File: src/rtl/rom_load_arbiter.sv
// ROM loader and runtime patch arbiter: takes the HPS ioctl download stream into a
// single-port BRAM, holds the game in reset while loading, then shares the port with CPU reads.
module rom_load_arbiter #(
  parameter int unsigned ADDR_W      = 16,
  parameter int unsigned ROM_SIZE    = 16'hC000,
  parameter logic [7:0]  ROM_INDEX   = 8'd0,
  parameter logic [7:0]  PATCH_INDEX = 8'd1,
  parameter int unsigned RST_HOLD    = 16
) (
  input  logic              clk_sys,
  input  logic              reset,
  input  logic              ioctl_download,
  input  logic              ioctl_wr,
  input  logic [7:0]        ioctl_index,
  input  logic [24:0]       ioctl_addr,
  input  logic [7:0]        ioctl_dout,
  output logic              ioctl_wait,
  input  logic              cpu_req,
  input  logic [ADDR_W-1:0] cpu_addr,
  output logic              cpu_gnt,
  output logic [7:0]        cpu_rdata,
  output logic              cpu_rvalid,
  output logic [ADDR_W-1:0] mem_addr,
  output logic [7:0]        mem_wdata,
  output logic              mem_we,
  input  logic [7:0]        mem_rdata,
  output logic              game_reset,
  output logic              load_done,
  output logic              load_err
);

  typedef enum logic [2:0] {S_HOLD, S_LOAD, S_FLUSH, S_POST, S_RUN} state_t;

  localparam logic [24:0] ROM_LIMIT = 25'(ROM_SIZE);
  localparam logic [16:0] ROM_BYTES = 17'(ROM_SIZE);
  localparam logic [15:0] POST_LAST = 16'(RST_HOLD - 1);

  state_t              state_q, state_d;
  logic                dl_prev_q, dl_prev_d;
  logic                patch_act_q, patch_act_d;
  logic                buf_vld_q, buf_vld_d;
  logic [ADDR_W-1:0]   buf_addr_q, buf_addr_d;
  logic [7:0]          buf_data_q, buf_data_d;
  logic [3:0]          starve_q, starve_d;
  logic [16:0]         byte_cnt_q, byte_cnt_d;
  logic [15:0]         post_cnt_q, post_cnt_d;
  logic                load_done_q, load_done_d;
  logic                load_err_q, load_err_d;
  logic                rvalid_q, rvalid_d;

  logic dl_rise, dl_fall, rom_rise, in_run, restart, force_write;
  logic commit, in_range, wr_hit, accept, drop, gnt;

  always_comb begin
    dl_rise     = ioctl_download & ~dl_prev_q;
    dl_fall     = ~ioctl_download & dl_prev_q;
    rom_rise    = dl_rise & (ioctl_index == ROM_INDEX);
    in_run      = (state_q == S_RUN);
    restart     = in_run & rom_rise;
    // A pending patch write must not be lost when a new ROM load takes over the port.
    force_write = in_run & ((buf_vld_q & (starve_q == 4'd8)) | restart);

    commit = 1'b0;
    case (state_q)
      S_LOAD, S_FLUSH: commit = buf_vld_q;
      S_RUN:           commit = buf_vld_q & (~cpu_req | force_write);
      default:         commit = 1'b0;
    endcase

    in_range = (ioctl_addr < ROM_LIMIT);
    wr_hit   = ioctl_wr & in_range & ((state_q == S_LOAD) | (in_run & patch_act_q));
    accept   = wr_hit & (~buf_vld_q | commit);
    drop     = wr_hit & buf_vld_q & ~commit;
    gnt      = cpu_req & in_run & ~force_write;

    state_d     = state_q;
    dl_prev_d   = ioctl_download;
    patch_act_d = ioctl_download & (patch_act_q | (in_run & dl_rise & (ioctl_index == PATCH_INDEX)));
    buf_vld_d   = buf_vld_q & ~commit;
    buf_addr_d  = buf_addr_q;
    buf_data_d  = buf_data_q;
    starve_d    = (buf_vld_q & ~commit) ? starve_q + 4'd1 : 4'd0;
    byte_cnt_d  = byte_cnt_q;
    post_cnt_d  = post_cnt_q;
    load_done_d = load_done_q;
    load_err_d  = load_err_q | drop;
    rvalid_d    = gnt;

    if (accept) begin
      buf_vld_d  = 1'b1;
      buf_addr_d = ioctl_addr[ADDR_W-1:0];
      buf_data_d = ioctl_dout;
      starve_d   = 4'd0;
      if (state_q == S_LOAD) byte_cnt_d = byte_cnt_q + 17'd1;
    end

    case (state_q)
      S_HOLD: if (rom_rise) begin
        state_d    = S_LOAD;
        byte_cnt_d = 17'd0;
      end
      S_LOAD: if (dl_fall) state_d = S_FLUSH;
      S_FLUSH: if (!buf_vld_q) begin
        state_d    = S_POST;
        post_cnt_d = 16'd0;
        if (byte_cnt_q < ROM_BYTES) load_err_d = 1'b1;
      end
      S_POST: if (post_cnt_q == POST_LAST) begin
        state_d     = S_RUN;
        load_done_d = 1'b1;
      end else begin
        post_cnt_d = post_cnt_q + 16'd1;
      end
      S_RUN: if (rom_rise) begin
        state_d     = S_LOAD;
        byte_cnt_d  = 17'd0;
        load_done_d = 1'b0;
        load_err_d  = 1'b0;
        patch_act_d = 1'b0;
      end
      default: state_d = S_HOLD;
    endcase
  end

  always_ff @(posedge clk_sys) begin
    if (reset) begin
      state_q     <= S_HOLD;
      dl_prev_q   <= 1'b0;
      patch_act_q <= 1'b0;
      buf_vld_q   <= 1'b0;
      buf_addr_q  <= '0;
      buf_data_q  <= 8'd0;
      starve_q    <= 4'd0;
      byte_cnt_q  <= 17'd0;
      post_cnt_q  <= 16'd0;
      load_done_q <= 1'b0;
      load_err_q  <= 1'b0;
      rvalid_q    <= 1'b0;
    end else begin
      state_q     <= state_d;
      dl_prev_q   <= dl_prev_d;
      patch_act_q <= patch_act_d;
      buf_vld_q   <= buf_vld_d;
      buf_addr_q  <= buf_addr_d;
      buf_data_q  <= buf_data_d;
      starve_q    <= starve_d;
      byte_cnt_q  <= byte_cnt_d;
      post_cnt_q  <= post_cnt_d;
      load_done_q <= load_done_d;
      load_err_q  <= load_err_d;
      rvalid_q    <= rvalid_d;
    end
  end

  // Outputs are gated by reset so a buffered byte cannot reach the BRAM during an abort.
  // ioctl_wait drops in a cycle where the buffer drains, so back-to-back writes never stall.
  assign ioctl_wait = ~reset & buf_vld_q & ~commit;
  assign cpu_gnt    = ~reset & gnt;
  assign cpu_rvalid = ~reset & rvalid_q;
  assign cpu_rdata  = mem_rdata;
  assign mem_we     = ~reset & commit;
  assign mem_addr   = commit ? buf_addr_q : cpu_addr;
  assign mem_wdata  = buf_data_q;
  assign game_reset = reset | ~in_run | restart;
  assign load_done  = ~reset & load_done_q;
  assign load_err   = ~reset & load_err_q;

endmodule

File: config.mk
export PLATFORM = sky130hd
export DESIGN_NAME = rom_load_arbiter
export DESIGN_NICKNAME = d
export VERILOG_FILES = /design/src/rtl/rom_load_arbiter.sv
export SDC_FILE = /design/constraint.sdc
export NUM_CORES = 1
export LEC_CHECK = 0
export BUFFER_PORTS_ARGS = -buffer_cell sky130_fd_sc_hd__buf_4
export CAP_MARGIN = 10
export CORE_MARGIN = 10
export CORE_UTILIZATION = 25
export CTS_BUF_LIST = sky130_fd_sc_hd__clkbuf_8
export CTS_CLUSTER_DIAMETER = 60
export DETAILED_ROUTE_END_ITERATION = 16
export PLACE_DENSITY = 0.41
export RECOVER_POWER = 25
export SYNTH_ARGS = -nofsm -noshare
export SYNTH_HDL_FRONTEND = slang
export SYNTH_SLANG_ARGS = --single-unit
File: constraint.sdc
create_clock -name clk_sys -period 2.9 [get_ports clk_sys]
set_input_delay 0.145 -clock clk_sys [delete_from_list [all_inputs] [get_ports clk_sys]]
set_output_delay 0.145 -clock clk_sys [all_outputs]
set_load 0.005 [all_outputs]
Yosys cells after proc, flatten, opt, wreduce, memory -nomap -nowiden --
Cells that the tools add are included.
Word-level totals: bits in registers 70, input bits 70
Operators by class: add/subtract/negate cells 3, order comparisons 2, equal/unequal tests 13, muxes and demuxes 24, bitwise gates (word level) 43, reductions and logical operators 10
Operators by type and width (number):
- 17-bit two-way mux | 4
- 16-bit two-way mux | 3
- 16-bit one-hot mux with 2 select lines | 1
- 1-bit bitwise AND | 26
- 25-bit by 16-bit less-than comparator with 1-bit output (second input constant) | 1
- 17-bit by 1-bit adder with 17-bit output (second input constant) | 1
- 17-bit by 16-bit less-than comparator with 1-bit output (second input constant) | 1
- 16-bit by 1-bit adder with 16-bit output (second input constant) | 1
- 16-bit by 4-bit == test with 1-bit output (second input constant) | 1
- 3-bit two-way mux | 4
- 3-bit one-hot mux with 4 select lines | 1
- 2-bit != test (second input constant) | 5
- 1-bit inverter | 9
- 8-bit by 1-bit == test with 1-bit output (second input constant) | 1
- 8-bit logical NOT | 1
- 1-bit two-way mux | 8
- 1-bit bitwise OR | 8
- 3-bit by 2-bit == test with 1-bit output (second input constant) | 2
- 1-bit one-hot mux with 2 select lines | 3
- 3-bit AND reduction | 2
- 4-bit by 1-bit adder with 4-bit output (second input constant) | 1
- 4-bit == test (second input constant) | 1
- 4-bit AND reduction | 1
- 2-bit nonzero test | 2
- other kinds (6) | 7

Logic depth before layout (Yosys ltp) --
word-level depth 15, mapped depth 9, gate-level depth less buffers 7

Least setup slack after synthesis --
No wires, ideal clock.
kind input to output, start point in ioctl_index[1], end point out mem_addr[10], arrival time 1872 ps, required time 2755 ps, path slack 883 ps, stages 6, path buffers 1, cells stage by stage or4b_4 or4_4 nand3_2 o21ai_4 buf_6 mux2_4
On the way: cells in the longest elaborated chain, start to end 9
RTL lines:
- start: declaration | line 14 | input logic [7:0] ioctl_index,
- 8-bit logical NOT | line 57 | rom_rise = dl_rise & (ioctl_index == ROM_INDEX);
- 1-bit bitwise AND | line 57
- 1-bit bitwise AND | line 59 | restart = in_run & rom_rise;
- 1-bit bitwise OR | line 61 | force_write = in_run & ((buf_vld_q & (starve_q == 4'd8)) | restart);
- 1-bit bitwise AND | line 61
- 1-bit bitwise OR | line 66 | S_RUN: commit = buf_vld_q & (~cpu_req | force_write);
- 1-bit bitwise AND | line 66
- 1-bit one-hot mux with 2 select lines | line 64 | case (state_q)
- 16-bit two-way mux | line 162 | assign mem_addr = commit ? buf_addr_q : cpu_addr;
- end: declaration | line 23 | output logic [ADDR_W-1:0] mem_addr,
Every way passes these cells.

Final worst setup path --
start point reg starve_q[0], end point out mem_addr[2]
On the way: cells in the longest elaborated chain, start to end 8
RTL lines:
- start: declaration | line 44 | logic [3:0] starve_q, starve_d;
- start signal: assignment | line 146 | starve_q <= starve_d;
- 4-bit == test | line 61
- 1-bit bitwise AND | line 61
- 1-bit bitwise OR | line 61
- 1-bit bitwise AND | line 61
- 1-bit bitwise OR | line 66
- 1-bit bitwise AND | line 66
- 1-bit one-hot mux with 2 select lines | line 64
- 16-bit two-way mux | line 162
Every way passes these cells.

==> results.sh <==
export IMPL_status="finished, final reports clean"
export IMPL_dr_first_iter_drc_count=184
export IMPL_fmax_mhz=383
export IMPL_grt_antenna_before_repair=0
export IMPL_ys_warn_count=0
export IMPL_fin_setup_tns_ns=0
export IMPL_ios=109
export IMPL_cts_tree="yes"
export IMPL_critical_path_max_fanout=17
export IMPL_die_w_um=141
export IMPL_num_fill_cells=1523
export IMPL_rsz0062_at_grt="false"
export IMPL_core_area_um2=14400
export IMPL_p_total_uw=2100
export IMPL_numClockSinks=70
export IMPL_muxShareOfSynthArea_pct=8.08
export IMPL_hold_viol_final=0
export IMPL_start_util_pct=25.2
export IMPL_clk_pin_slew_ns=0.08
export IMPL_drc=0
export IMPL_cp_end_kind="output pin"
export IMPL_worstSetupPathType="reg -> out"
export IMPL_htreeDepth=3
export IMPL_fin_util_pct=34.1
export IMPL_layout_drive_gt1_share_pct=31.1
export IMPL_ant_nets=0
export IMPL_critical_path_arrival_ns=2.46
export IMPL_cap_violations=0
export IMPL_ys_ff_latch=70
export IMPL_cts_buffers=9
export IMPL_synthTopCellsByArea="dfxtp_1 (39%), a31o_2 (5.8%), nand2_1 (5.3%)"
export IMPL_max_slew_margin_pct=41.0
export IMPL_dieArea_um2=19800
export IMPL_max_stage_delay_ns=0.62
export IMPL_ys_seq_area_share_pct=38.5
export IMPL_synthesis_area_um2=3640
export IMPL_syn_area_per_cell_um2=8.75
export IMPL_post_cts_buffers=0
export IMPL_clk_insertion_delay_late_ns=0.36
export IMPL_synth_edf_count=0
export IMPL_synthArstFlopShare_pct=0
export IMPL_netlist_instances=416
export IMPL_ys_flop_type="dfxtp_1"
export IMPL_synthAdderAreaFrac_pct=1.38
export IMPL_setup_worst_path_start_class="flip-flop"
export IMPL_power_density_nw_per_um2=428
export IMPL_final_common_cell="buf_4"
export IMPL_hold_class="in -> reg"
export IMPL_yosys_area_top_type="dfxtp_1"
export IMPL_cts_buffer_depth=2
export IMPL_vias=3352
export IMPL_vdd_drop_max_mv=0.242
export IMPL_synth_compound_area_share_pct=16.5
export IMPL_setup_viol=0
export IMPL_grt_pass1_vias=3485
export IMPL_synth_xor_area_share_pct=4.81
export IMPL_antenna_cells=0
export IMPL_syn2layout_area_growth_pct=35.0
export IMPL_grt_pass1_wl_um=17500
export IMPL_crit_required_ns=2.76
export IMPL_via_per_inst=4.75
export IMPL_crit_chain="inv_1 > ha_1 > nand4b_1 > nand3_2 > o21ai_4 > mux2_2 > buf_4"
export IMPL_finalMaxSlewViolations=0
export IMPL_overflow=0
export IMPL_wl_um=10500
export IMPL_port_buffers=92
export IMPL_fin_crit_ns=2.61
export IMPL_crit_buf_inv=2
export IMPL_grt_max_degree=53
export IMPL_tightest_slew_ns=0.884
export IMPL_grtUsageTotal_pct=10.8
export IMPL_synth_top_family_by_area="simple AND/OR/NAND/NOR gates"
export IMPL_syn_nets=490
export IMPL_first_pass_iters=4
export IMPL_fin_nets=591
export IMPL_finalCritPeriodShare_pct=89.9
export IMPL_hpwl_um=7670
export IMPL_slowest_stage="o21ai_4"
export IMPL_num_rows=44
export IMPL_cpLargestDelayFamily="compound AO/OA/AOI/OAI gates"
export IMPL_gp_congestion=0.816
export IMPL_fp_dieH_um=141
export IMPL_final_cell_mix="buf_4 (86), dfxtp_1 (70), nand2_1 (51)"
export IMPL_yosys_area_share_simple_pct=25.3
export IMPL_routedWlPerCell_um=14.9
export IMPL_synth_cell_types=56
export IMPL_p_leak_uw=0.00193
export IMPL_clock_skew_ns=0.0125
export IMPL_root_buffer="clkbuf_8"
export IMPL_netlist_area_leader_share_pct=38.5
power breakdown:
group | switching, uW | internal [uW]
registers | 1.33 | 961
clock network | 386 | 586
logic | 60.8 | 105
total | 448 | 1650
cell type report:
type	count	area (um2)	area share, %
tap	184	230	4.69
clock buffer	10	138	2.80
sequential	70	1400	28.5
clock inverter	5	98.8	2.01
inverter	8	30.0	0.611
multi-input combinational	306	2050	41.7
timing repair buffer	122	967	19.7
cells in the mapped netlist, drive strengths merged (5+ instances only):
| library cell | number |
|---|---|
| nand3 | 17 |
| and2 | 5 |
| nor3 | 13 |
| or2 | 5 |
| nand2 | 51 |
| o21ai | 6 |
| buf | 14 |
| or4 | 6 |
| inv | 8 |
| nand2b | 7 |
| mux2i | 8 |
| a21oi | 31 |
| nor2b | 5 |
| clkbuf | 18 |
| dfxtp | 70 |
| xor2 | 10 |
| nor2 | 29 |
| a31o | 24 |
| nand4 | 9 |
| xnor2 | 10 |
| mux2 | 16 |
| nor4 | 6 |
metal layers:
layer	track usage, %	wire (um)	up-vias	share of wire, %
met5	0	0	-	0
met4	3.70	152	0	1.4
met3	3.93	583	11	5.5
met2	17.9	5090	79	48
met1	12.5	4690	1570	45
li1	-	-	1692	-
flip-flops by register name (all words and copies together), names as in the netlist, 3 cells and up:
signal and flops:
buf_addr_q 16, byte_cnt_q 17, mem_wdata 8, post_cnt_q 16
starve_q 4, state_q 3
cell families after synthesis:
logic type / Yosys count
AO/OA/AOI/OAI: 84
XOR/XNOR: 20
adder cells (fa/ha/maj): 4
buffers and inverters: 40
flip-flops: 70
multiplexers: 24
AND/OR/NAND/NOR: 174
per-stage QoR:
step | area [um2] | cells | setup WS [ns] | hold slack [ns]
after global placement | 4470 | 667 | 0.535 | 0.290
after CTS | 4930 | 705 | 0.230 | 0.00159
after floorplan | 3640 | 416 | 0.883 | 0.290
final | 4910 | 705 | 0.292 | 0.0276
after detailed placement | 4470 | 667 | 0.537 | 0.290
after global routing | 4910 | 705 | 0.107 | 0.00824
path summary, 6_finish.rpt:
check / start / endpoint / slack, ns / cells past startpoint
setup / recovery: starve_q[0]$_SDFF_PP0_ / mem_addr[2] / 0.29 / 7
hold / removal: ioctl_addr[15] / buf_addr_q[15]$_SDFFE_PP0N_ / 0.03 / 2
setup reg to reg: state_q[0]$_SDFFE_PP0P_ / byte_cnt_q[13]$_SDFF_PP0_ / 0.57 / 5
hold reg to reg: load_done_q$_SDFFE_PP0P_ / load_done_q$_SDFFE_PP0P_ / 0.47 / 1
timing repair:
action / CTS / global route
hold endpoints to repair: 23 / 0
hold buffers: 23 / 0
resized for setup: 0 / 0
endpoints found under the setup margin: 0 / 0
(Power assumes the default switching activity.)
